[config.mk]
export PLATFORM = sky130hd
export DESIGN_NAME = cnn_layer_sequencer_flat
export DESIGN_NICKNAME = d
export VERILOG_FILES = /design/src/rtl/cnn_layer_sequencer_if.sv /design/src/rtl/cnn_layer_sequencer.sv /design/src/flat_wrapper.sv
export SDC_FILE = /design/constraint.sdc
export NUM_CORES = 1
export LEC_CHECK = 0
export CAP_MARGIN = 20
export CORE_AREA = 2 2 109 111
export CTS_CLUSTER_DIAMETER = 30
export CTS_CLUSTER_SIZE = 8
export DETAILED_ROUTE_END_ITERATION = 8
export DIE_AREA = 0 0 111 113
export PLACE_DENSITY_LB_ADDON = 0.25
export SLEW_MARGIN = 20
export SYNTH_ARGS = -nofsm -noshare
export SYNTH_HDL_FRONTEND = slang
export SYNTH_SLANG_ARGS = --single-unit
[constraint.sdc]
create_clock -name clk -period 5.64 [get_ports clk]
set_clock_uncertainty 0.2 [all_clocks]
set_input_delay 1.41 -clock clk [delete_from_list [all_inputs] [get_ports clk]]
set_output_delay 1.41 -clock clk [all_outputs]
set_load 0.03 [all_outputs]
[src/rtl/cnn_layer_sequencer_if.sv]
// rtl/cnn_layer_sequencer_if.sv - layer handshake bus between the sequencer and its compute layers
//
// Purpose: bundles the per-layer start pulses, done returns and the shared
//          result bus of the executing layer.
// Signals:
//   layer_start  one-hot, one-cycle start pulse per layer (sequencer -> layers)
//   layer_done   done pulse or level from each layer     (layers -> sequencer)
//   result_in    signed scalar result of the layer that finished last
// Modports: master = sequencer side, slave = layer side.
interface cnn_layer_sequencer_if #(
  parameter int NUM_LAYERS = 3,
  parameter int DATA_W     = 32
);
  logic [NUM_LAYERS-1:0]    layer_start;
  logic [NUM_LAYERS-1:0]    layer_done;
  logic signed [DATA_W-1:0] result_in;

  modport master (
    output layer_start,
    input  layer_done,
    input  result_in
  );

  modport slave (
    input  layer_start,
    output layer_done,
    output result_in
  );
endinterface

[src/rtl/cnn_layer_sequencer.sv]
// rtl/cnn_layer_sequencer.sv - frame controller sequencing up to NUM_LAYERS CNN layers
//
// Purpose: runs the unmasked layers of a frame in ascending index order with
//          one-cycle start pulses and done handshakes, with per-layer watchdog,
//          abort, back-to-back frame mode and a frame cycle counter.
// Ports:
//   clk, rst_n      clock, asynchronous active-low reset
//   enable          frame request (looked at in IDLE and DONE)
//   abort           synchronous abort back to IDLE
//   continuous      restart a new frame straight out of DONE
//   layer_mask      per-layer run mask, latched at frame start
//   timeout_limit   max WAIT cycles per layer, 0 disables the watchdog
//   lyr             layer handshake bus (master side)
//   value           result of the last executed layer of the last frame
//   done/busy/error status flags
//   err_layer       layer that timed out (4'hF for an empty mask)
//   cur_layer       active layer index
//   frame_cycles    START+WAIT cycles of the last completed frame
module cnn_layer_sequencer #(
  parameter int NUM_LAYERS = 3,
  parameter int DATA_W     = 32,
  parameter int TMO_W      = 16,
  parameter int CYC_W      = 24
) (
  input  logic                     clk,
  input  logic                     rst_n,
  input  logic                     enable,
  input  logic                     abort,
  input  logic                     continuous,
  input  logic [NUM_LAYERS-1:0]    layer_mask,
  input  logic [TMO_W-1:0]         timeout_limit,
  cnn_layer_sequencer_if.master    lyr,
  output logic signed [DATA_W-1:0] value,
  output logic                     done,
  output logic                     busy,
  output logic                     error,
  output logic [3:0]               err_layer,
  output logic [3:0]               cur_layer,
  output logic [CYC_W-1:0]         frame_cycles
);

  typedef enum logic [2:0] {
    S_IDLE,
    S_START,
    S_WAIT,
    S_DONE,
    S_ERROR
  } state_t;

  state_t                   state_q, state_d;
  logic [NUM_LAYERS-1:0]    mask_q, mask_d;
  logic [3:0]               cur_q, cur_d;
  logic [3:0]               err_q, err_d;
  logic [TMO_W-1:0]         timer_q, timer_d;
  logic [CYC_W-1:0]         cyc_q, cyc_d, cyc_inc;
  logic signed [DATA_W-1:0] value_q, value_d;
  logic [CYC_W-1:0]         frame_q, frame_d;
  logic [NUM_LAYERS-1:0]    start_d;

  logic [3:0]               lo_bit, nx_bit;
  logic                     lo_found, nx_found;
  logic [NUM_LAYERS-1:0]    cur_oh;
  logic                     cur_done;

  // Bit scans: lowest set bit of the incoming mask (frame start) and the next
  // set bit above the current layer in the latched mask.
  always_comb begin
    lo_bit   = 4'd0;
    lo_found = 1'b0;
    nx_bit   = 4'd0;
    nx_found = 1'b0;
    cur_oh   = '0;
    for (int i = NUM_LAYERS - 1; i >= 0; i--) begin
      if (layer_mask[i]) begin
        lo_bit   = 4'(i);
        lo_found = 1'b1;
      end
      if (mask_q[i] && (i > int'(cur_q))) begin
        nx_bit   = 4'(i);
        nx_found = 1'b1;
      end
    end
    for (int i = 0; i < NUM_LAYERS; i++) begin
      cur_oh[i] = (int'(cur_q) == i);
    end
  end

  // Only the active layer's done matters; all other done bits are masked off.
  assign cur_done = |(lyr.layer_done & cur_oh);
  assign cyc_inc  = (cyc_q == '1) ? cyc_q : cyc_q + CYC_W'(1);

  always_comb begin
    state_d = state_q;
    mask_d  = mask_q;
    cur_d   = cur_q;
    err_d   = err_q;
    timer_d = timer_q;
    cyc_d   = cyc_q;
    value_d = value_q;
    frame_d = frame_q;
    if (abort) begin
      state_d = S_IDLE;
      timer_d = '0;
    end else begin
      case (state_q)
        S_IDLE, S_DONE: begin
          if (enable || (state_q == S_DONE && continuous)) begin
            mask_d = layer_mask;
            if (!lo_found) begin
              state_d = S_ERROR;
              err_d   = 4'hF;
            end else begin
              state_d = S_START;
              cur_d   = lo_bit;
              cyc_d   = '0;
            end
          end
        end
        S_START: begin
          timer_d = '0;
          cyc_d   = cyc_inc;
          state_d = S_WAIT;
        end
        S_WAIT: begin
          cyc_d = cyc_inc;
          if (cur_done) begin
            if (nx_found) begin
              cur_d   = nx_bit;
              state_d = S_START;
            end else begin
              value_d = lyr.result_in;
              frame_d = cyc_inc;
              state_d = S_DONE;
            end
          end else if (timeout_limit != '0 &&
                       timer_q == timeout_limit - TMO_W'(1)) begin
            state_d = S_ERROR;
            err_d   = cur_q;
          end else begin
            timer_d = timer_q + TMO_W'(1);
          end
        end
        S_ERROR: begin
          state_d = S_ERROR;
        end
        default: begin
          state_d = S_IDLE;
        end
      endcase
    end
  end

  // Status outputs are registered from the next state so they line up with it.
  always_comb begin
    start_d = '0;
    for (int i = 0; i < NUM_LAYERS; i++) begin
      start_d[i] = (state_d == S_START) && (int'(cur_d) == i);
    end
  end

  always_ff @(posedge clk or negedge rst_n) begin
    if (!rst_n) begin
      state_q         <= S_IDLE;
      mask_q          <= '0;
      cur_q           <= '0;
      err_q           <= '0;
      timer_q         <= '0;
      cyc_q           <= '0;
      value_q         <= '0;
      frame_q         <= '0;
      lyr.layer_start <= '0;
      done            <= 1'b0;
      busy            <= 1'b0;
      error           <= 1'b0;
    end else begin
      state_q         <= state_d;
      mask_q          <= mask_d;
      cur_q           <= cur_d;
      err_q           <= err_d;
      timer_q         <= timer_d;
      cyc_q           <= cyc_d;
      value_q         <= value_d;
      frame_q         <= frame_d;
      lyr.layer_start <= start_d;
      done            <= (state_d == S_DONE);
      busy            <= (state_d == S_START) || (state_d == S_WAIT);
      error           <= (state_d == S_ERROR);
    end
  end

  assign value        = value_q;
  assign err_layer    = err_q;
  assign cur_layer    = cur_q;
  assign frame_cycles = frame_q;

endmodule

[src/flat_wrapper.sv]
// flat-port wrapper written by rule: the top's interface ports become plain ports
module cnn_layer_sequencer_flat 
#(
  parameter int NUM_LAYERS = 3,
  parameter int DATA_W     = 32,
  parameter int TMO_W      = 16,
  parameter int CYC_W      = 24
)
  (clk, rst_n, enable, abort, continuous, layer_mask, timeout_limit, value, done, busy, error, err_layer, cur_layer, frame_cycles, lyr_layer_start, lyr_layer_done, lyr_result_in);
  cnn_layer_sequencer_if #(.NUM_LAYERS(NUM_LAYERS), .DATA_W(DATA_W)) lyr_i ();
  input  logic clk;
  input  logic rst_n;
  input  logic enable;
  input  logic abort;
  input  logic continuous;
  input  logic [NUM_LAYERS-1:0] layer_mask;
  input  logic [TMO_W-1:0] timeout_limit;
  output logic signed [DATA_W-1:0] value;
  output logic done;
  output logic busy;
  output logic error;
  output logic [3:0] err_layer;
  output logic [3:0] cur_layer;
  output logic [CYC_W-1:0] frame_cycles;
  output wire logic [$bits(lyr_i.layer_start)-1:0] lyr_layer_start;
  input wire logic [$bits(lyr_i.layer_done)-1:0] lyr_layer_done;
  input wire logic [$bits(lyr_i.result_in)-1:0] lyr_result_in;
  assign lyr_layer_start = lyr_i.layer_start;
  assign lyr_i.layer_done = lyr_layer_done;
  assign lyr_i.result_in = lyr_result_in;
  cnn_layer_sequencer #(.NUM_LAYERS(NUM_LAYERS), .DATA_W(DATA_W), .TMO_W(TMO_W), .CYC_W(CYC_W)) u_core (.clk(clk), .rst_n(rst_n), .enable(enable), .abort(abort), .continuous(continuous), .layer_mask(layer_mask), .timeout_limit(timeout_limit), .lyr(lyr_i), .value(value), .done(done), .busy(busy), .error(error), .err_layer(err_layer), .cur_layer(cur_layer), .frame_cycles(frame_cycles));
endmodule
==> qor.yml <==
floorplanning:
  die_h_um: 113
  die_w_um: 111
  initial_utilization_pct: 54.71
  ios: 129
  dieArea_um2: 12540
  core_area_um2: 11270
  num_rows: 39
critical_path:
  worstSetupPathType: "primary input to register"
  startpoint_type: "primary input"
  path_cells: "clkdlybuf4s50_1 > nor3_2 > nand3_1 > or3_1 > xnor2_1 > or4_1 > nor2_4 > mux2_2 > a211oi_1"
  max_stage_delay_ps: 680
  end_kind: "register"
  crit_fanout: 8
  required_ps: 5740
  reg2reg_slack_ps: 2610
  r2r_end: "u_core.err_layer[0]$_DFFE_PN0P_"
  r2r_start: "u_core.timer_q[6]$_DFFE_PN0P_"
  cpMaxStageDelayCell: "or4_1"
  worst_ep_arrival_time_ps: 4730
  rr_worst_depth: 7
grt:
  grt_remaining_overflow: 0
  antenna_found_initial: 0
  grt_max_degree: 74
  grt_pass1_wl_mm: 27.32
  grt_pass1_vias: 5422
  grt.total_usage_pct: 27.06
finish:
  area_delta_synth_final_pct: 31.67
  drive_gt1_share_pct: 11.85
  layout.cells.most_common: "clkdlybuf4s50_1"
  n_antenna_cell: 0
  fillers: 837
  final_cell_mix: "clkdlybuf4s50_1, dfrtp_1, nand2_1, o21ai_0, mux2_2"
  nets: 819
  final_cells: 911
yosys:
  ys_ff_latch: 115
  netlist_instances: 638
  synthArstFlopShare_pct: 100.0
  syn-num-nets: 701
  synth-seq-area-share_pct: 46.66
  syn_area_um2: 6167
  yosysTopAreaCell: "dfrtp_1"
  ys_warn_count: 0
  syn_avg_cell_area_um2: 9.666
  synth_top_area_share_pct: 46.66
  yosysUniqueCellTypes: 63
  synthFlopType: "dfrtp_1"
  synth_edf_count: 0
  synthTopCellsByArea: "dfrtp_1, mux2_2, o21ai_0, nand2_1, xnor2_1"
clocking:
  postCtsHoldBufs: 0
  clk_path_buf_depth: 2
  path_clk_slew_ps: 50
  htree_levels: 4
  clk_latency_ps: 410
  cts_buffers: 17
  cts_root_buf: "clkbuf_16"
  cts.sinks: 115
  cts_resized: 0
  postCtsSetupRepairBufs: 0
  cts_tree: "done"
routing:
  vias: 5385
  dr.first_iter.drc_count: 474
  post_drt_wl_per_cell_um: 18.00
  drc_errors: 0
  firstDrtPassIters: 5
  routed_wl_mm: 16.40
  ant_nets: 0
  via_per_inst: 5.911
power:
  p_leak_nw: 3.371
  peakVddDrop_v: 0.0003578
  p_per_area_nw_per_um2: 364.0
  power_mw: 2.956
timing:
  fin_crit_ps: 4631
  tightestPinTransition_ps: 922.9
  fin_tns_setup_ps: 0
  period_share_pct: 82.11
  max_freq_ghz: 0.2159
  relSlewSlack_pct: 38.47
  rsz0062_at_grt: "no"
  setup_viol: 0
  final.setup.worst_slack_ps: 1009
  finalHoldViolCount: 0
  drv_slew: 0
hold_path:
  min_path_cells: 2
  hp-start: "u_core.frame_cycles[14]$_DFFE_PN0P_"
  worstHoldEndpoint: "u_core.frame_cycles[14]$_DFFE_PN0P_"
  min_path_type: "register to register"
place:
  hpwl_mm: 11.16
  io_buffers: 128
  gp_congestion: 0.8764
  pre_cts_ws_ps: 733.3
  dp.cells: 880
flow_run:
  maxCapViolations: 0
status:
  status: "completed"
==> per-stage QoR <==
step                      utilization, %  area [um2]  hold WS, ps
after floorplan                        -        6167        272.6
after global placement             66.86        7536        264.4
after detailed placement           66.86        7536        269.9
after CTS                          72.04        8120        281.6
after global routing               72.04        8120        308.7
final                              72.04        8120        278.0
==> final cells by class <==
type	instances	area (um2)	share of cell area, %
clock inverters	10	133.9	1.649
multi-input cells	479	3109	38.29
well taps	143	178.9	2.203
inverters	9	33.78	0.4160
flip-flops and latches	115	2878	35.44
clock buffers	21	450.4	5.547
repair buffers	134	1336	16.46
==> power by group <==
part	switching, mW	leakage [nW]	internal (mW)	total (mW)
registers	0.0892	1.57	0.945	1.03
clock network	0.373	0.283	0.700	1.07
logic	0.485	1.52	0.362	0.848
==> cells by family after synthesis <==
| kind of cell | share of synthesized area (%) |
|---|---|
| compound gates | 15.07 |
| buf+inv | 3.084 |
| flops | 46.66 |
| fa+ha+maj | 0.8116 |
| mux | 7.567 |
| simple gates | 20.27 |
| xor+xnor | 6.533 |
==> layer usage <==
metal | global-route usage (%) | vias to the layer above | part of all wire (%) | routed length [um]
li1 | - | 2542 | - | -
met2 | 45.73 | 192 | 51 | 8411
met5 | 0 | - | 0 | 0
met4 | 10.75 | 0 | 2.4 | 393
met1 | 33.52 | 2616 | 41 | 6729
met3 | 7.017 | 35 | 5.3 | 865
==> worst max path at each step <==
stage / depth (start not counted) / from / slack, ps / to
6_report: 9 / timeout_limit[5] / 1010 / u_core.err_layer[0]$_DFFE_PN0P_
5_1_grt: 9 / timeout_limit[5] / 850 / u_core.err_layer[0]$_DFFE_PN0P_
4_1_cts: 9 / timeout_limit[5] / 1070 / u_core.err_layer[0]$_DFFE_PN0P_
3_5_place_dp: 9 / timeout_limit[5] / 730 / u_core.err_layer[0]$_DFFE_PN0P_
3_3_place_gp: 9 / timeout_limit[5] / 830 / u_core.err_layer[1]$_DFFE_PN0P_
2_1_floorplan: 10 / timeout_limit[5] / 1600 / u_core.err_layer[0]$_DFFE_PN0P_
==> critical path, delay by kind of cell <==
family          cells  cell delay, ps
compound gates      1             260
simple gates        5            2040
xor+xnor            1             130
mux                 1             370
buf+inv             1             510
==> Yosys cell counts (all sizes together), types with 6 or more instances <==
cell and n:
nand4 12, o21ai 68, nand2 76, a21oi 20
nand3 19, or4 9, and3 21, nor3 20
a211oi 7, buf 6, or3 10, inv 9
clkbuf 29, o31ai 9, xnor2 30, nand2b 7
mux2 37, dfrtp 115, nor2b 6, xor2 16
nor2 37
==> state kept, by name, summed over array words and instances (netlist names) <==
signal	cells
u_core.err_layer	4
u_core.value	32
u_core.busy	1
u_core.state_q	3
u_core.lyr.layer_start	3
u_core.done	1
u_core.mask_q	2
u_core.cyc_q	24
u_core.error	1
u_core.timer_q	16
u_core.cur_layer	4
u_core.frame_cycles	24
No activity file was read; power rests on OpenSTA's default activity.
